==> config.mk <==
export PLATFORM = sky130hd
export DESIGN_NAME = servo_motion_ctrl
export DESIGN_NICKNAME = d
export VERILOG_FILES = /design/src/rtl/servo_pkg.sv /design/src/rtl/servo_tick_gen.sv /design/src/rtl/servo_motion_ctrl.sv
export SDC_FILE = /design/constraint.sdc
export NUM_CORES = 1
export LEC_CHECK = 0
export CAP_MARGIN = 15
export CORE_MARGIN = 2
export CORE_UTILIZATION = 66
export CTS_CLUSTER_DIAMETER = 120
export DETAILED_ROUTE_END_ITERATION = 8
export DONT_BUFFER_PORTS = 1
export MAX_ROUTING_LAYER = met4
export PLACE_DENSITY = 0.82
export SLEW_MARGIN = 20
export SYNTH_ARGS = -nofsm -noshare
export SYNTH_HDL_FRONTEND = slang
export SYNTH_HIERARCHICAL = 1
export SYNTH_SLANG_ARGS = --single-unit
==> constraint.sdc <==
create_clock -name clk -period 4.95 [get_ports clk]
set_input_delay 1.485 -clock clk [delete_from_list [all_inputs] [get_ports clk]]
set_output_delay 1.485 -clock clk [all_outputs]
set_load 0.05 [all_outputs]
==> src/rtl/servo_pkg.sv <==
// Shared servo definitions: angle range/width, sequencer states and per-axis helpers.
// Also consumed by the pwm_servos angle-to-pulse mapping.
package servo_pkg;

    localparam int ANGLE_W   = 11;
    localparam int DIFF_W    = ANGLE_W + 1;
    localparam int COORD_MIN = -270;
    localparam int COORD_MAX = 270;

    typedef logic signed [ANGLE_W-1:0] angle_t;
    typedef logic signed [DIFF_W-1:0]  diff_t;

    typedef enum logic [1:0] {
        IDLE   = 2'd0,
        MOVE   = 2'd1,
        SETTLE = 2'd2
    } state_e;

    function automatic angle_t clamp_angle(input angle_t a);
        angle_t r;
        r = a;
        if (a > angle_t'(COORD_MAX)) r = angle_t'(COORD_MAX);
        if (a < angle_t'(COORD_MIN)) r = angle_t'(COORD_MIN);
        return r;
    endfunction

    // One bounded step of cur toward tgt; the difference needs one extra bit to avoid overflow.
    function automatic angle_t step_axis(input angle_t cur, input angle_t tgt, input int step_deg);
        diff_t  d;
        diff_t  mag;
        angle_t r;
        d   = {tgt[ANGLE_W-1], tgt} - {cur[ANGLE_W-1], cur};
        mag = d[DIFF_W-1] ? -d : d;
        if (mag <= diff_t'(step_deg)) r = tgt;
        else if (d[DIFF_W-1])         r = cur - angle_t'(step_deg);
        else                          r = cur + angle_t'(step_deg);
        return r;
    endfunction

endpackage

==> src/rtl/servo_tick_gen.sv <==
// Free-running frame counter; tick is high for one cycle each time the count wraps to 0.
module servo_tick_gen #(
    parameter int PERIOD = 10
) (
    input  logic clk,
    input  logic rst,
    output logic tick
);

    localparam int CW = (PERIOD > 1) ? $clog2(PERIOD) : 1;

    logic [CW-1:0] cnt_q, cnt_d;
    logic          tick_q, tick_d;
    logic          wrap;

    always_comb begin
        wrap   = (cnt_q == CW'(PERIOD - 1));
        cnt_d  = wrap ? '0 : cnt_q + CW'(1);
        tick_d = wrap;
    end

    always_ff @(posedge clk or posedge rst) begin
        if (rst) begin
            cnt_q  <= '0;
            tick_q <= 1'b0;
        end else begin
            cnt_q  <= cnt_d;
            tick_q <= tick_d;
        end
    end

    assign tick = tick_q;

endmodule

==> src/rtl/servo_motion_ctrl.sv <==
// Three-axis motion sequencer: captures clamped targets, slews x/y/z one bounded step per
// PWM frame tick, holds for a settle time, then pulses done.
module servo_motion_ctrl
    import servo_pkg::*;
#(
    parameter int FREQ         = 25_000_000,
    parameter int TARGET_FREQ  = 10,
    parameter int STEP_DEG     = 5,
    parameter int SETTLE_TICKS = 3,
    parameter int HOME_DEG     = 90
) (
    input  logic               clk,
    input  logic               rst,
    input  logic               cmd_valid,
    output logic               cmd_ready,
    input  logic [ANGLE_W-1:0] cmd_x,
    input  logic [ANGLE_W-1:0] cmd_y,
    input  logic [ANGLE_W-1:0] cmd_z,
    output logic [ANGLE_W-1:0] x,
    output logic [ANGLE_W-1:0] y,
    output logic [ANGLE_W-1:0] z,
    output logic               busy,
    output logic               done
);

    localparam int     PERIOD    = FREQ / TARGET_FREQ;
    localparam int     SW        = (SETTLE_TICKS > 0) ? $clog2(SETTLE_TICKS + 1) : 1;
    localparam bit     NO_SETTLE = (SETTLE_TICKS == 0);
    localparam angle_t HOME      = angle_t'(HOME_DEG);

    state_e        state_q, state_d;
    angle_t        x_q, x_d, y_q, y_d, z_q, z_d;
    angle_t        tx_q, tx_d, ty_q, ty_d, tz_q, tz_d;
    logic [SW-1:0] settle_q, settle_d;
    logic          done_q, done_d;
    logic          tick;
    logic          at_target;

    servo_tick_gen #(.PERIOD(PERIOD)) u_tick (
        .clk  (clk),
        .rst  (rst),
        .tick (tick)
    );

    // Handshake: a command transfers on a rising edge with cmd_valid && cmd_ready. cmd_ready is
    // high only in IDLE, so commands offered while busy stay pending at the source until IDLE.
    always_comb begin
        state_d   = state_q;
        x_d       = x_q;
        y_d       = y_q;
        z_d       = z_q;
        tx_d      = tx_q;
        ty_d      = ty_q;
        tz_d      = tz_q;
        settle_d  = settle_q;
        done_d    = 1'b0;
        at_target = (x_q == tx_q) && (y_q == ty_q) && (z_q == tz_q);

        case (state_q)
            IDLE: begin
                if (cmd_valid) begin
                    tx_d    = clamp_angle(angle_t'(cmd_x));
                    ty_d    = clamp_angle(angle_t'(cmd_y));
                    tz_d    = clamp_angle(angle_t'(cmd_z));
                    state_d = MOVE;
                end
            end
            MOVE: begin
                if (at_target) begin
                    if (NO_SETTLE) begin
                        state_d = IDLE;
                        done_d  = 1'b1;
                    end else begin
                        state_d  = SETTLE;
                        settle_d = SW'(SETTLE_TICKS);
                    end
                end else if (tick) begin
                    x_d = step_axis(x_q, tx_q, STEP_DEG);
                    y_d = step_axis(y_q, ty_q, STEP_DEG);
                    z_d = step_axis(z_q, tz_q, STEP_DEG);
                end
            end
            SETTLE: begin
                if (tick) begin
                    settle_d = settle_q - SW'(1);
                    if (settle_q == SW'(1)) begin
                        state_d = IDLE;
                        done_d  = 1'b1;
                    end
                end
            end
            default: state_d = IDLE;
        endcase
    end

    always_ff @(posedge clk or posedge rst) begin
        if (rst) begin
            state_q  <= IDLE;
            x_q      <= HOME;
            y_q      <= HOME;
            z_q      <= HOME;
            tx_q     <= HOME;
            ty_q     <= HOME;
            tz_q     <= HOME;
            settle_q <= '0;
            done_q   <= 1'b0;
        end else begin
            state_q  <= state_d;
            x_q      <= x_d;
            y_q      <= y_d;
            z_q      <= z_d;
            tx_q     <= tx_d;
            ty_q     <= ty_d;
            tz_q     <= tz_d;
            settle_q <= settle_d;
            done_q   <= done_d;
        end
    end

    assign cmd_ready = (state_q == IDLE);
    assign busy      = (state_q != IDLE);
    assign done      = done_q;
    assign x         = x_q;
    assign y         = y_q;
    assign z         = z_q;

endmodule

* After elaboration in Yosys (flattened, before gate mapping)
Index checks and enable logic that the tools add are counted.
** Storage, ports and cells
- Bits of input ports :: 36
- Logic and storage cells :: 82
- Bits in registers :: 94
- Output and inout bits :: 36
** Operators by class
- Reductions and logical operators :: 9
- Muxes and demuxes :: 27
- Bitwise gates (word level) :: 1
- $add $sub $neg :: 14
- $lt $le $gt $ge :: 9
- Eq/ne operators :: 11
** Operators by type and width (number)
- 11-bit two-way mux :: 12
- 12-bit by 4-bit less-or-equal comparator with 1-bit output (second input constant) :: 3
- 12-bit two-way mux :: 3
- 12-bit negation :: 3
- 11-bit by 11-bit subtractor with 12-bit output :: 3
- 11-bit by 4-bit adder with 11-bit output (second input constant) :: 3
- 11-bit == test :: 3
- 11-bit by 10-bit > comparator with 1-bit output (second input constant) :: 3
- 11-bit by 10-bit less-than comparator with 1-bit output (second input constant) :: 3
- 11-bit by 4-bit subtractor with 11-bit output (second input constant) :: 3
- 22-bit by 1-bit adder with 22-bit output (second input constant) :: 1
- 22-bit == test (second input constant) :: 1
- 22-bit two-way mux :: 1
- 2-bit two-way mux :: 6
- 2-bit != test (second input constant) :: 3
- 2-bit case mux with 3 select lines :: 1
- 3-bit AND reduction :: 2
- 2-bit by 1-bit == test with 1-bit output (second input constant) :: 2
- 2-bit case mux with 2 select lines :: 1
- 4-bit AND reduction :: 1
- 2-bit nonzero test :: 2
- 1-bit two-way mux :: 3
- 2-bit == test (second input constant) :: 1
- 1-bit logical AND :: 2
- 5 further kinds :: 5

* Logic depth before layout (Yosys ltp)
Gate-level depths: netlist of run 1.
- Depth in word-level cells :: 5
- Gate-level depth with buffers :: 20
- Depth with buffers taken out :: 18

* By module
The synthesis of run 1 kept the hierarchy.
** By module, submodules not included
- servo_motion_ctrl :: times used 1, cells an instance 965, sequential area each 1806.7 sq um, area an instance 7845.0 sq um
- servo_tick_gen :: times used 1, cells an instance 104, sequential area each 575.6 sq um, area an instance 1094.8 sq um

* Least setup slack after synthesis of run 1
Ideal clock, no wire load.
- Kind :: register to register
- Start :: reg z_q[8] (netlist: z[8])
- End :: reg z_q[10] (netlist: z[10])
- Setup time :: 90 ps
- Stages on the path, launching flop included :: 21
- Path buffers :: 2
- Path slack :: 462 ps
- Period minus slack after synthesis :: 4488 ps
- Arrival time :: 4398 ps
- Data required time :: 4860 ps
- Cell sequence :: dfrtp_1 > inv_1 > ha_1 > buf_2 > a21o_1 > a2111oi_4 > a22o_1 > a31o_1 > buf_6 > inv_4 > ha_1 > a21o_1 > a21oi_1 > o21bai_1 > a2111oi_0 > nor3_1 > a31oi_1 > xnor2_1 > or3_1 > a211o_1 > o2111ai_1
** On the way
- Cells in the longest elaborated chain, start to end :: 5
- Elaborated cells on any way between the ends :: 12
- Classes of those cells :: add/sub: 4; order compare: 1; eq/ne: 1; mux: 3; bitwise: 1; reduce/logical: 2
** Ends and longest elaborated chain
- start: declaration :: RTL line servo_motion_ctrl.sv:32 : angle_t x_q, x_d, y_q, y_d, z_q, z_d;
- start signal: assignment :: RTL line servo_motion_ctrl.sv:111 : z_q <= z_d;
- 11-bit by 11-bit subtractor with 12-bit output :: RTL line servo_pkg.sv:32 : d = {tgt[ANGLE_W-1], tgt} - {cur[ANGLE_W-1], cur};
- 12-bit negation :: RTL line servo_pkg.sv:33 : mag = d[DIFF_W-1] ? -d : d;
- 12-bit two-way mux :: RTL line servo_pkg.sv:33
- 12-bit by 4-bit less-or-equal comparator with 1-bit output :: RTL line servo_pkg.sv:34 : if (mag <= diff_t'(step_deg)) r = tgt;
- 11-bit two-way mux :: RTL line servo_pkg.sv:34
Several ways; a longest one is shown, not always the timed one.
A chain may end at the register's enable or synchronous reset.

* Worst setup path after layout of run 1
- Start :: reg x_q[4] (netlist: x[4])
- End :: reg x_q[3] (netlist: x[3])
** On the way
- Cells in the longest elaborated chain, start to end :: 5
- Elaborated cells on any way between the ends :: 11
- Classes of those cells :: add/sub: 2; order compare: 1; eq/ne: 1; mux: 3; bitwise: 1; reduce/logical: 3
** Ends and longest elaborated chain
- start: declaration :: RTL line servo_motion_ctrl.sv:32
- start signal: assignment :: RTL line servo_motion_ctrl.sv:99 : x_q <= HOME;
- start signal: assignment :: RTL line servo_motion_ctrl.sv:109 : x_q <= x_d;
- 11-bit by 11-bit subtractor with 12-bit output or 11-bit == test (tied branches) :: RTL line servo_pkg.sv:32, servo_motion_ctrl.sv:57
- 12-bit negation or 1-bit logical AND (tied branches) :: RTL line servo_pkg.sv:33, servo_motion_ctrl.sv:57
- 12-bit two-way mux or 1-bit logical AND (tied branches) :: RTL line servo_pkg.sv:33, servo_motion_ctrl.sv:57
- 12-bit by 4-bit less-or-equal comparator with 1-bit output or 1-bit NOT (tied branches)
- 11-bit two-way mux or 3-bit AND reduction (tied branches)
Several ways; a longest one is shown, not always the timed one.

==> impl_summary.md, run 1 <==
Final layout
The layout has 1083 filler cells. In the final layout, flip-flops and latches occupy 2380 µm². The finished cells cover 9480 µm². The final layout net count is 1177. The area taken by multi-input logic gates is 6080 µm². The number of inserted diodes is 0. Relative to the synthesized area, the layout overhead comes to 6.02%.

The fraction of layout instances using a drive strength above 1 is 11.3%.

CTS
The post-CTS repair timing setup buffer count is 0. The number of clock sinks is 94. The clock tree from TritonCTS is built. The H-tree depth is 3. The count of hold-fix buffers inserted at cts is 0.

The insertion delay to the later sink of the worst-skew pair is 0.37 ns. The cell at the root of the clock tree is sky130_fd_sc_hd__clkbuf_16. After clock tree synthesis, the repair step resized 0 gates.

Counting along the longest clock path gives a buffer depth of 2. Buffers inserted during clock tree synthesis total 9. The clock-pin transition on the worst setup and hold timing paths is 0.08 ns.

Yosys
The synthesized-area fraction occupied by and/or/nand/nor cells is 24.6%. The synthesized-area fraction occupied by adder cells is 10.4%. When the netlist entered floorplanning its net count stood at 1176.

Sorting the synthesized cells by area gives the leading types as sky130_fd_sc_hd__dfrtp_1 20%, sky130_fd_sc_hd__ha_1 9.1%, sky130_fd_sc_hd__dfstp_2 7.1%, sky130_fd_sc_hd__nand2_1 5.5%, sky130_fd_sc_hd__o21ai_0 3.9%. Synthesis produced a netlist whose cell count is 1069. The prevailing post-synth register cell is sky130_fd_sc_hd__dfrtp_1. After synthesis, the largest area contributor takes up 19.6% of total cell area.

Counting flops with an async set or reset pin after synthesis yields a share of 100%. The synthesized netlist contains 102 unique library cells. The area of the mapped netlist is 8940 µm². The multiplexer fraction of the synthesized cell area is 2.84%. In this run, synthesis inferred 0 flip-flops with an integrated enable. After synthesis, the largest family of logic cells by area is simple AND/OR/NAND/NOR gates. During synthesis, Yosys emitted a total of 6 warnings.

The number of synthesized register bits is 94. The mean post-synth cell area is 8.36 µm². Summing the areas of all compound-gate instances in the mapped netlist gives 24.3% of the synthesized area.

Summing the areas of all xor and xnor instances in the mapped netlist gives 5.78% of the synthesized area. The proportion of synthesized chip area in sequential cells is 26.6%. The cell type with the largest total area after synthesis is sky130_fd_sc_hd__dfrtp_1.

Routing
Detailed routing inserted a total of 8248 vias. The post-detailed-route count of antenna-violating nets is 0. After detailed routing, the average wire length per cell comes to 18.4 µm. Using the TritonRoute via totals, the vias-per-cell ratio works out to 6.59. The iteration-0 DRC count of the detailed router is 814. The detailed-routing iteration count for the pre-antenna-repair pass is 6. After detailed routing, the number of remaining DRC violations is 0. Wires add up to 23000 µm.

Critical path
STA puts the critical path data required time at 5.24 ns. The critical path goes through inv_1 > ha_1 > nand4_1 > a211oi_1 > o31ai_1 > o311ai_0 > or4b_1 > nand3_1 > mux2_2 > o211ai_1. Broken down by cell family, the worst path's largest delay share belongs to compound AO/OA/AOI/OAI gates.

On the worst path, the slowest cell contributes a delay of 0.81 ns. The worst setup path is launched from a flop. The worst setup path is of the flop to flop kind. STA classifies the critical path endpoint as a flop. The highest fanout seen on the critical path is 19. The count of buffering cells on the critical path with inverters included is 1. The data arrival time of the critical path is 4.76 ns. Among all stages on the critical path, the largest delay is contributed by sky130_fd_sc_hd__o311ai_0.

Global routing
The first global-routing pass estimated 37800 µm of wire. The pin count of the biggest net entering global routing is 50. The number of antenna violations at the first check in global routing came to 0. The overall fraction of global-route tracks in use is 33.5%.

After global routing the overflow that remains totals 0. The via count of the first global-routing pass came to 7707.

Timing
The count of final hold-check violations came to 0. Setup violations remaining at the end of the flow were counted as 0. The minimum hold slack is 0.491 ns.

Dividing the final minimum period by the clock period gives 90.3%. The peak clock frequency supported by timing is 0.224 GHz. The clock period minus final worst setup slack is 4.47 ns. The count of final max-slew check failures was 0. Across the routed clock network, the largest skew measured is 0.0107 ns. The post-route setup TNS is 0 ns.

Measured against its own limit, the worst slew margin works out to 30.2%. Setup repair after global routing left no endpoint under its margin. The slew at the pin with the worst max-slew slack is 1.05 ns.

Worst hold path
The path class of the lowest-slack min-delay path is flop to flop.

Run status
The flow ran to the end, and the final reports show no timing, DRC or antenna violations.

Placement
The final RePlAce weighted congestion is 0.965. Once placement finished, the instance area stood at 9170 µm². The estimated wirelength of the detail-placed design is 17200 µm. During placement, the flow inserted port buffers numbering 0.

Power and ir drop
For this design the static power due to leakage is 4.08 nW. Across the VDD grid, the largest voltage drop is 0.250 mV. In this run the power density over the cells is 491 nW/µm². The total power of the final layout is 4.66 mW.

Floorplanning
Once the floorplan was initialized, standard cells occupied 67.5% of the core. The core region is 13200 µm². The die is 120 µm wide. The die covers 14500 µm². The top-level port count is 72. Row generation in the floorplan step produced 42 rows. From bottom edge to top edge, the die measures 120 µm.

Job
The max-capacitance violation count is 0.
[final timing paths]
| check | depth (start not counted) | slack [ns] | start | to |
|---|---|---|---|---|
| max | 10 | 0.48 | x[4] | x[3] |
| min reg2reg | 2 | 0.49 | tz_q[3] | tz_q[3] |
| min in group asynchronous | 1 | 1.18 | rst | u_tick/cnt_q[21] |
| max reg2reg | 10 | 0.48 | x[4] | x[3] |
| min | 2 | 0.49 | tz_q[3] | tz_q[3] |
| max in group asynchronous | 2 | 2.77 | rst | x[1] |
[final cells by class]
class	count	area share (%)
tap	176	2.32
clock inverter	6	0.818
timing repair buffer	33	2.61
clock buffer	10	2.42
inverter	64	2.56
sequential	94	25.1
multi-input combinational	868	64.1
[layer usage]
metal  share of wire, %  GRT usage [%]  up-vias
li1                   -              -     3960
met1                 45           43.8     3946
met2                 47           53.0      282
met3                6.0           4.86       60
met4                2.8           12.8        0
met5                  0              -        -
[tightest hold or removal path, cell delays in order (launching register included)]
cell and delay (ns):
sky130_fd_sc_hd__dfstp_2 0.38, sky130_fd_sc_hd__nand2_1 0.05, sky130_fd_sc_hd__o21ai_0 0.06
[cells in the mapped netlist (all sizes together), types with 12 or more instances]
library cell and count:
nand2 133, o21ai 72, nor2 71, dfrtp 70, ha 65, inv 64
a21oi 62, nand3 42, xnor2 32, xor2 27, buf 26, a21o 24
dfstp 24, nand4 23, mux2i 22, a211oi 20, nor3 19, clkbuf 17
or3 16, and3 15, nor2b 15, o31ai 14, o211ai 12
[state kept, by name, summed over array words and instances, names as in the netlist, 2 cells and up]
register	count
settle_q	2
state_q	2
tx_q	11
ty_q	11
tz_q	11
u_tick/cnt_q	22
x	11
y	11
z	11
[through the flow]
stage | std cells | setup WS (ns) | utilization [%]
floorplan | 1069 | 0.462 | -
global placement | 1235 | 0.658 | 69.3
detailed placement | 1235 | 0.609 | 69.3
CTS | 1251 | 0.563 | 71.6
global route | 1251 | 0.225 | 71.6
finish | 1251 | 0.481 | 71.6
[placed cells by master, fill, tap and decap left out, drive strengths merged, types with 24 or more instances in the layout]
master and instances:
xnor2 32, a21o 24, inv 68, nand3 42, nand2 133, buf 33, nor2 71, dfstp 24
a21oi 62, dfrtp 70, ha 65, xor2 27, o21ai 72
[logic make-up after synthesis]
family | Yosys count
AOI/OAI and AO/OA | 301
and+or+nand+nor | 412
buffers and inverters | 107
muxes | 25
xor gates and xnor gates | 59
DFF | 94
adders and majority gates | 71
[where the power goes]
group / switching, mW / internal, mW
Combinational: 1.77 / 1.14
Sequential: 0.100 / 0.883
Clock: 0.358 / 0.404
Total: 2.23 / 2.42
(Power assumes the default switching activity.)
==> run 2: changes to the inputs <==
Settings changed: CTS_CLUSTER_SIZE set to 25.
Clock period 4.95 ns to 4.7 ns, I/O delays scaled along.
==> impl_summary.md, run 2 (synthesis gave the netlist of run 1 again) <==
Run status
The flow ran to the end, and the final reports show no timing, DRC or antenna violations.

Floorplanning
In this run the count of I/O pins placed on the die edge is 72. The die area is 14500 µm². The standard-cell row count is 42. The initial utilization of the core area, before any placement, comes to 67.5%. In this run the vertical extent of the chip is 120 µm.

In this run the horizontal extent of the chip is 120 µm. The standard cell core area is 13200 µm².

Critical path
Along the worst path, the maximum fanout reaches 14. The type of the setup path with the least slack is flop to flop. The number of buffers and inverters on the critical path is 2. The startpoint type of the worst setup path is a flop. The data arrival time of the critical path is 4.71 ns. The largest single stage delay on the critical path is 0.53 ns. The worst setup path is captured at a flop.

For this design, the slowest cell found on the critical path is sky130_fd_sc_hd__dfstp_2. STA puts the critical path data required time at 4.97 ns. The top cell family by delay on the critical path is compound AO/OA/AOI/OAI gates.

The critical path goes through inv_1 > ha_1 > o21a_1 > o31a_1 > o21ai_0 > a31o_1 > buf_4 > fa_1 > a21o_1 > a21oi_2 > o21bai_1 > a2111oi_2 > nor3_1 > a31oi_1 > xnor2_1 > or3_1 > a211o_1 > o2111ai_1.

Routing
After the first detailed-routing iteration, the DRC count stood at 769. The detailed-routing iteration count for the pre-antenna-repair pass is 5. The total vias in the final route is 8141. The post-detailed-route count of antenna-violating nets is 0. For this block, the routed nets add up to 22700 µm of wire. Dividing the detail-routed wire length by the instance count gives 18.0 µm. After detailed routing, the number of vias per cell comes to 6.43.

For this run, design rule violations remaining after detail routing come to 0.

Timing
The slew at the pin with the worst max-slew slack is 0.943 ns. Based on the critical path, the design can be clocked at up to 0.225 GHz. On the final layout, the worst hold slack is 0.480 ns. The worst path needs 4.44 ns of the cycle, external delays included. The count of final hold-check violations is 0. The setup-violating endpoint count in the final report is 0. Headroom to the max-slew limit came out at 36.4%. The clock arrives with 0.00833 ns of skew. Of the available clock period, the critical path in the final layout requires 94.4%.

The post-route setup TNS is 0 ns. Setup repair after global routing left no endpoint under its margin. The count of final max-slew check failures is 0. Setup slack on the critical path of the routed design comes to 0.263 ns.

CTS
CTS saw 94 sinks. In this run the deepest clock path goes through 2 buffers. CTS placed an instance of sky130_fd_sc_hd__clkbuf_16 at the clock tree root. TritonCTS built the clock tree. The clock-pin transition on the worst setup and hold timing paths is 0.08 ns. The total clock buffers created by CTS is 9. The H-tree depth is 3.

The insertion delay to the later sink of the worst-skew pair is 0.35 ns. The count of hold-fix buffers inserted at cts is 0.

Placement
OpenSTA, run right after detailed placement, puts the worst setup slack at 0.219 ns. Routability-driven placement finished with a final weighted congestion of 0.999. The cell total after placement is 1248. After legalization and detailed placement, the total HPWL measured 17100 µm.

The post-place instance area is 9280 µm². During placement, the flow inserted port buffers numbering 0.

Final layout
The register with the highest flop count is u_tick/cnt_q. The final layout contains 1192 nets. The final core area utilization is 72.5%. For this run, the number of standard cells in the final layout without fillers is 1266. The register with the most flip-flops in the layout has 22 of them. The number of antenna diodes in the final layout is 0. The library cells used most frequently in the layout, excluding fill and tap cells, are 130 x sky130_fd_sc_hd__nand2_1, 70 x sky130_fd_sc_hd__o21ai_0, 70 x sky130_fd_sc_hd__nor2_1, 70 x sky130_fd_sc_hd__dfrtp_1, 64 x sky130_fd_sc_hd__ha_1.

The post-route netlist has 12.9% of its cells at a drive strength greater than 1. Leaving out fill and tap cells, the most frequent cell in the layout is sky130_fd_sc_hd__nand2_1. The final instance area is 9600 µm². The layout overhead on the synthesized area is 7.35%.

Worst hold path
In this run the worst hold path is classified as flop to flop.

Global routing
The first-pass GRT wire length is 37800 µm. The via count of the first global-routing pass is 7756. The residual overflow from global routing is 0. Global routing consumed, over all layers together, 33.2% of the routing resources. Entering global routing, the biggest net connects 50 pins. The number of antenna violations at the first check in global routing came to 0.

Power and ir drop
The static leakage power is 4.16 nW. The total power of the final layout is 4.86 mW. Across the VDD grid, the largest voltage drop is 0.286 mV.

The power density over the cells is 507 nW/µm².

Job
The tool flagged a number of max-cap violations equal to 0.
[run 2: layer usage]
| metal | routed length (µm) | GRT usage (%) |
|---|---|---|
| met5 | 0 | - |
| met2 | 10600 | 51.6 |
| met1 | 10100 | 43.9 |
| met3 | 1420 | 5.52 |
| met4 | 627 | 12.8 |
[run 2: area by class of cell]
class / count / area (µm²)
clock buffers: 9 / 225
clock inverters: 7 / 62.6
fillers: 1045 / 3650
inverters: 64 / 243
multi-input cells: 868 / 6090
flip-flops and latches: 94 / 2380
well taps: 176 / 220
repair buffers: 48 / 373
[run 2: repair_timing]
item,CTS,global route
buffers inserted,0,2
resized for setup,0,4
endpoints found under the setup margin,0,1
[run 2: worst reg2reg max path, stage by stage (launching register included)]
cell                        delay [ns]
sky130_fd_sc_hd__dfstp_2          0.53
sky130_fd_sc_hd__inv_1            0.04
sky130_fd_sc_hd__ha_1             0.39
sky130_fd_sc_hd__o21a_1           0.15
sky130_fd_sc_hd__o31a_1           0.23
sky130_fd_sc_hd__o21ai_0          0.13
sky130_fd_sc_hd__a31o_1           0.28
sky130_fd_sc_hd__buf_4            0.21
sky130_fd_sc_hd__fa_1             0.43
sky130_fd_sc_hd__a21o_1           0.19
sky130_fd_sc_hd__a21oi_2          0.17
sky130_fd_sc_hd__o21bai_1         0.11
sky130_fd_sc_hd__a2111oi_2        0.35
sky130_fd_sc_hd__nor3_1           0.13
sky130_fd_sc_hd__a31oi_1          0.24
sky130_fd_sc_hd__xnor2_1          0.12
sky130_fd_sc_hd__or3_1            0.31
sky130_fd_sc_hd__a211o_1          0.26
sky130_fd_sc_hd__o2111ai_1        0.09
[run 2: final timing paths]
kind	start	to	slack (ns)	cells after the start
max reg2reg	z[3]	z[10]	0.26	18
min	u_tick/cnt_q[0]	u_tick/cnt_q[0]	0.48	1
max in group asynchronous	rst	y[6]	2.90	2
min reg2reg	u_tick/cnt_q[0]	u_tick/cnt_q[0]	0.48	1
min in group asynchronous	rst	tx_q[9]	0.95	1
max	z[3]	z[10]	0.26	18
[run 2: power by group]
part	internal, mW	switching [mW]	total (mW)
Sequential	0.930	0.0962	1.03
Combinational	1.22	1.88	3.10
Clock	0.372	0.364	0.735
==> run 3: changes to the inputs <==
Settings changed: CORE_UTILIZATION 66 to 60, PLACE_DENSITY 0.82 to 0.79, SETUP_SLACK_MARGIN set to 0.02.
Clock period 4.7 ns to 3.9 ns, I/O delays scaled along.
==> impl_summary.md, run 3 (synthesis gave the netlist of run 1 again) <==
Run status
The run finished, with violations left. The final reports fail on setup timing.

Floorplanning
The floorplan has 44 rows. 72 I/O pins were placed. The standard cell core area is 14500 µm².

The die area is 15900 µm². The height of the chip is 126 µm. The horizontal die dimension is 126 µm. For this configuration, the core starts out at a cell density of 61.5%.

Critical path
Measured in cells, the most critical reg-to-reg path has a length of 17. Data arrives at the worst endpoint at 4.32 ns. The type of the setup path with the least slack is flop to flop. The worst setup path is captured at a flop.

The startpoint type of the worst setup path is a flop. The highest fanout seen on the critical path is 5. Across all register-to-register paths, the minimum setup slack is -0.15 ns.

The endpoint identified for the worst register-to-register timing path is z[10]. The worst register-to-register path begins at z[6]. The data required time at the worst endpoint is 4.17 ns.

Global routing
The pin count of the biggest net entering global routing is 50. The first global-routing pass estimated 39400 µm of wire. The via count of the first global-routing pass is 8280. The number of antenna violations at the first check in global routing is 0. The residual overflow from global routing is 0.

The overall fraction of global-route tracks in use is 31.1%.

Timing
The setup-violating endpoint count in the final report is 1. The least setup slack across all paths after layout is -0.152 ns. Between clock sinks in the finished design, the worst skew comes to 0.00935 ns. The count of final max-slew check failures was 0.

The headroom to the max-slew limit is 43.1%. For the finished layout, the period the worst path requires is 4.05 ns. Setup repair after global routing could not meet its margin everywhere. Dividing the final minimum period by the clock period gives 104%. Across all hold checks on the routed design, the worst slack comes to 0.484 ns. The slew at the pin with the worst max-slew slack is 0.853 ns. The count of final hold-check violations was 0. Based on the critical path, the design can be clocked at up to 0.247 GHz. For the final routed database, the setup TNS stands at -0.152 ns.

CTS
The clock tree from TritonCTS is built. After clock tree synthesis, the clock-pin slew on the worst setup and hold paths is 0.07 ns. The buffer levels on the longest clock path is 2. The cell at the root of the clock tree is sky130_fd_sc_hd__clkbuf_16. After clock tree synthesis, the flow added hold-fix buffers numbering 0.

The insertion delay to the later sink of the worst-skew pair is 0.36 ns. The H-tree depth is 3. Counting every sink on the clock net gives 94. Counting the buffers created by CTS gives 9.

Routing
The post-route DRC violation count is 0. The average detailed-routed wire length per instance is 18.3 µm. Wires add up to 24600 µm. The post-detailed-route count of antenna-violating nets is 0. The final route contains 8638 vias.

In this run, the number of DRC markers left after iteration 0 of detailed routing was 788. After detailed routing, the number of vias per cell comes to 6.44. The first TritonRoute pass finished after 7 iterations.

Final layout
Cells with a size suffix above 1 make up 23.2% of the layout. The layout overhead on the synthesized area is 17.0%. The register with the highest flop count is u_tick/cnt_q. Leaving out fill and tap cells, the most frequent cell in the layout is sky130_fd_sc_hd__nand2_1. The flip-flop and latch area is 2400 µm².

The register with the most flip-flops in the layout has 22 of them. The final layout net count is 1260. The area taken by multi-input logic gates is 6400 µm². Counting the fill cells in the layout gives 1128. The top cell types in the final layout, fill and taps aside, are 130 x sky130_fd_sc_hd__nand2_1, 111 x sky130_fd_sc_hd__buf_4, 70 x sky130_fd_sc_hd__nor2_1, 64 x sky130_fd_sc_hd__o21ai_0, 64 x sky130_fd_sc_hd__dfrtp_1. The number of inserted diodes is 0.

Worst hold path
In this run the most critical hold path is launched from u_tick/cnt_q[0]. The path with the worst hold slack has its endpoint at u_tick/cnt_q[0]. In this run the worst hold path is classified as flop to flop. Counting instances, the worst hold path has a depth of 1.

Placement
At the end of routability-driven placement, the weighted congestion stood at 0.932. Detailed placement ended at an HPWL of 18300 µm. Port buffering added 0 buffers.

Power and ir drop
The static leakage power is 4.54 nW. Registers are responsible for 19.3% of the overall power. Across the VDD grid, the largest voltage drop is 0.360 mV. The switching share of power is 46.7%.

Power spread over the standard cell area amounts to 618 nW/µm². The total net switching power is 3.02 mW. Combinational logic burns 67.4% of the power. The internal power is 3.45 mW.

The clock network power share is 13.2%.

Job
The max-capacitance violation count is 0.
run 3: repair_timing:
item	CTS	global route
pin swaps	10	31
setup buffers	4	13
setup endpoints to repair	6	24
resized for setup	7	34
run 3: worst max-delay path, stage by stage, from the launching register on:
cell and delay, ns:
sky130_fd_sc_hd__dfstp_2 0.54, sky130_fd_sc_hd__inv_2 0.04, sky130_fd_sc_hd__ha_4 0.25, sky130_fd_sc_hd__o21a_1 0.16, sky130_fd_sc_hd__o2111ai_2 0.12, sky130_fd_sc_hd__a22o_1 0.23
sky130_fd_sc_hd__a31o_4 0.25, sky130_fd_sc_hd__fa_2 0.39, sky130_fd_sc_hd__a21o_1 0.20, sky130_fd_sc_hd__a21oi_2 0.18, sky130_fd_sc_hd__o21bai_2 0.14, sky130_fd_sc_hd__a2111oi_4 0.37
sky130_fd_sc_hd__nor3_2 0.08, sky130_fd_sc_hd__a31oi_1 0.22, sky130_fd_sc_hd__xnor2_1 0.12, sky130_fd_sc_hd__or3_1 0.31, sky130_fd_sc_hd__a211o_1 0.27, sky130_fd_sc_hd__o2111ai_2 0.08
run 3: layout make-up:
cell class | count | share of cell area [%]
clock inverters | 5 | 0.383
multi-input cells | 868 | 61.2
well taps | 184 | 2.20
flip-flops and latches | 94 | 22.9
repair buffers | 116 | 8.68
clock buffers | 11 | 2.23
inverters | 64 | 2.41
run 3: worst max-delay path by stage:
stage                     startpoint    end  slack [ns]  cells after the start
after floorplan                 z[6]  z[10]       -0.20                     19
after global placement          z[1]  z[10]       -0.17                     18
after detailed placement        z[1]  z[10]       -0.27                     18
after CTS                       z[6]  z[10]       -0.07                     17
after global routing            z[6]  z[10]       -0.25                     17
final                           z[6]  z[10]       -0.15                     17
run 3: layer usage:
layer	share of wire, %	up-vias	global-route usage (%)
li1	-	4114	-
met1	43	4185	39.8
met2	49	290	51.7
met3	5.8	49	3.70
met4	2.3	0	9.76
met5	0	-	-
run 3: power by group through the flow:
| stage | combinational [mW] | clock (mW) | sequential, mW |
|---|---|---|---|
| 4_1_cts | 4.11 | 0.855 | 1.24 |
| 5_1_grt | 4.75 | 0.896 | 1.26 |
| 3_5_place_dp | 4.04 | 0 | 1.26 |
| 6_report | 4.36 | 0.855 | 1.25 |
| 2_1_floorplan | 3.10 | 0 | 1.21 |
| 3_3_place_gp | 3.92 | 0 | 1.25 |
run 3: per-stage QoR:
step	power [mW]	area [µm²]	setup slack, ns	cells	util, %
2_1_floorplan	4.31	9120	-0.201	1069	-
3_3_place_gp	5.17	9860	-0.166	1310	67.9
3_5_place_dp	5.30	9860	-0.269	1310	67.9
4_1_cts	6.21	10200	-0.0653	1330	70.2
5_1_grt	6.91	10500	-0.254	1342	71.9
6_report	6.46	10500	-0.152	1342	71.9
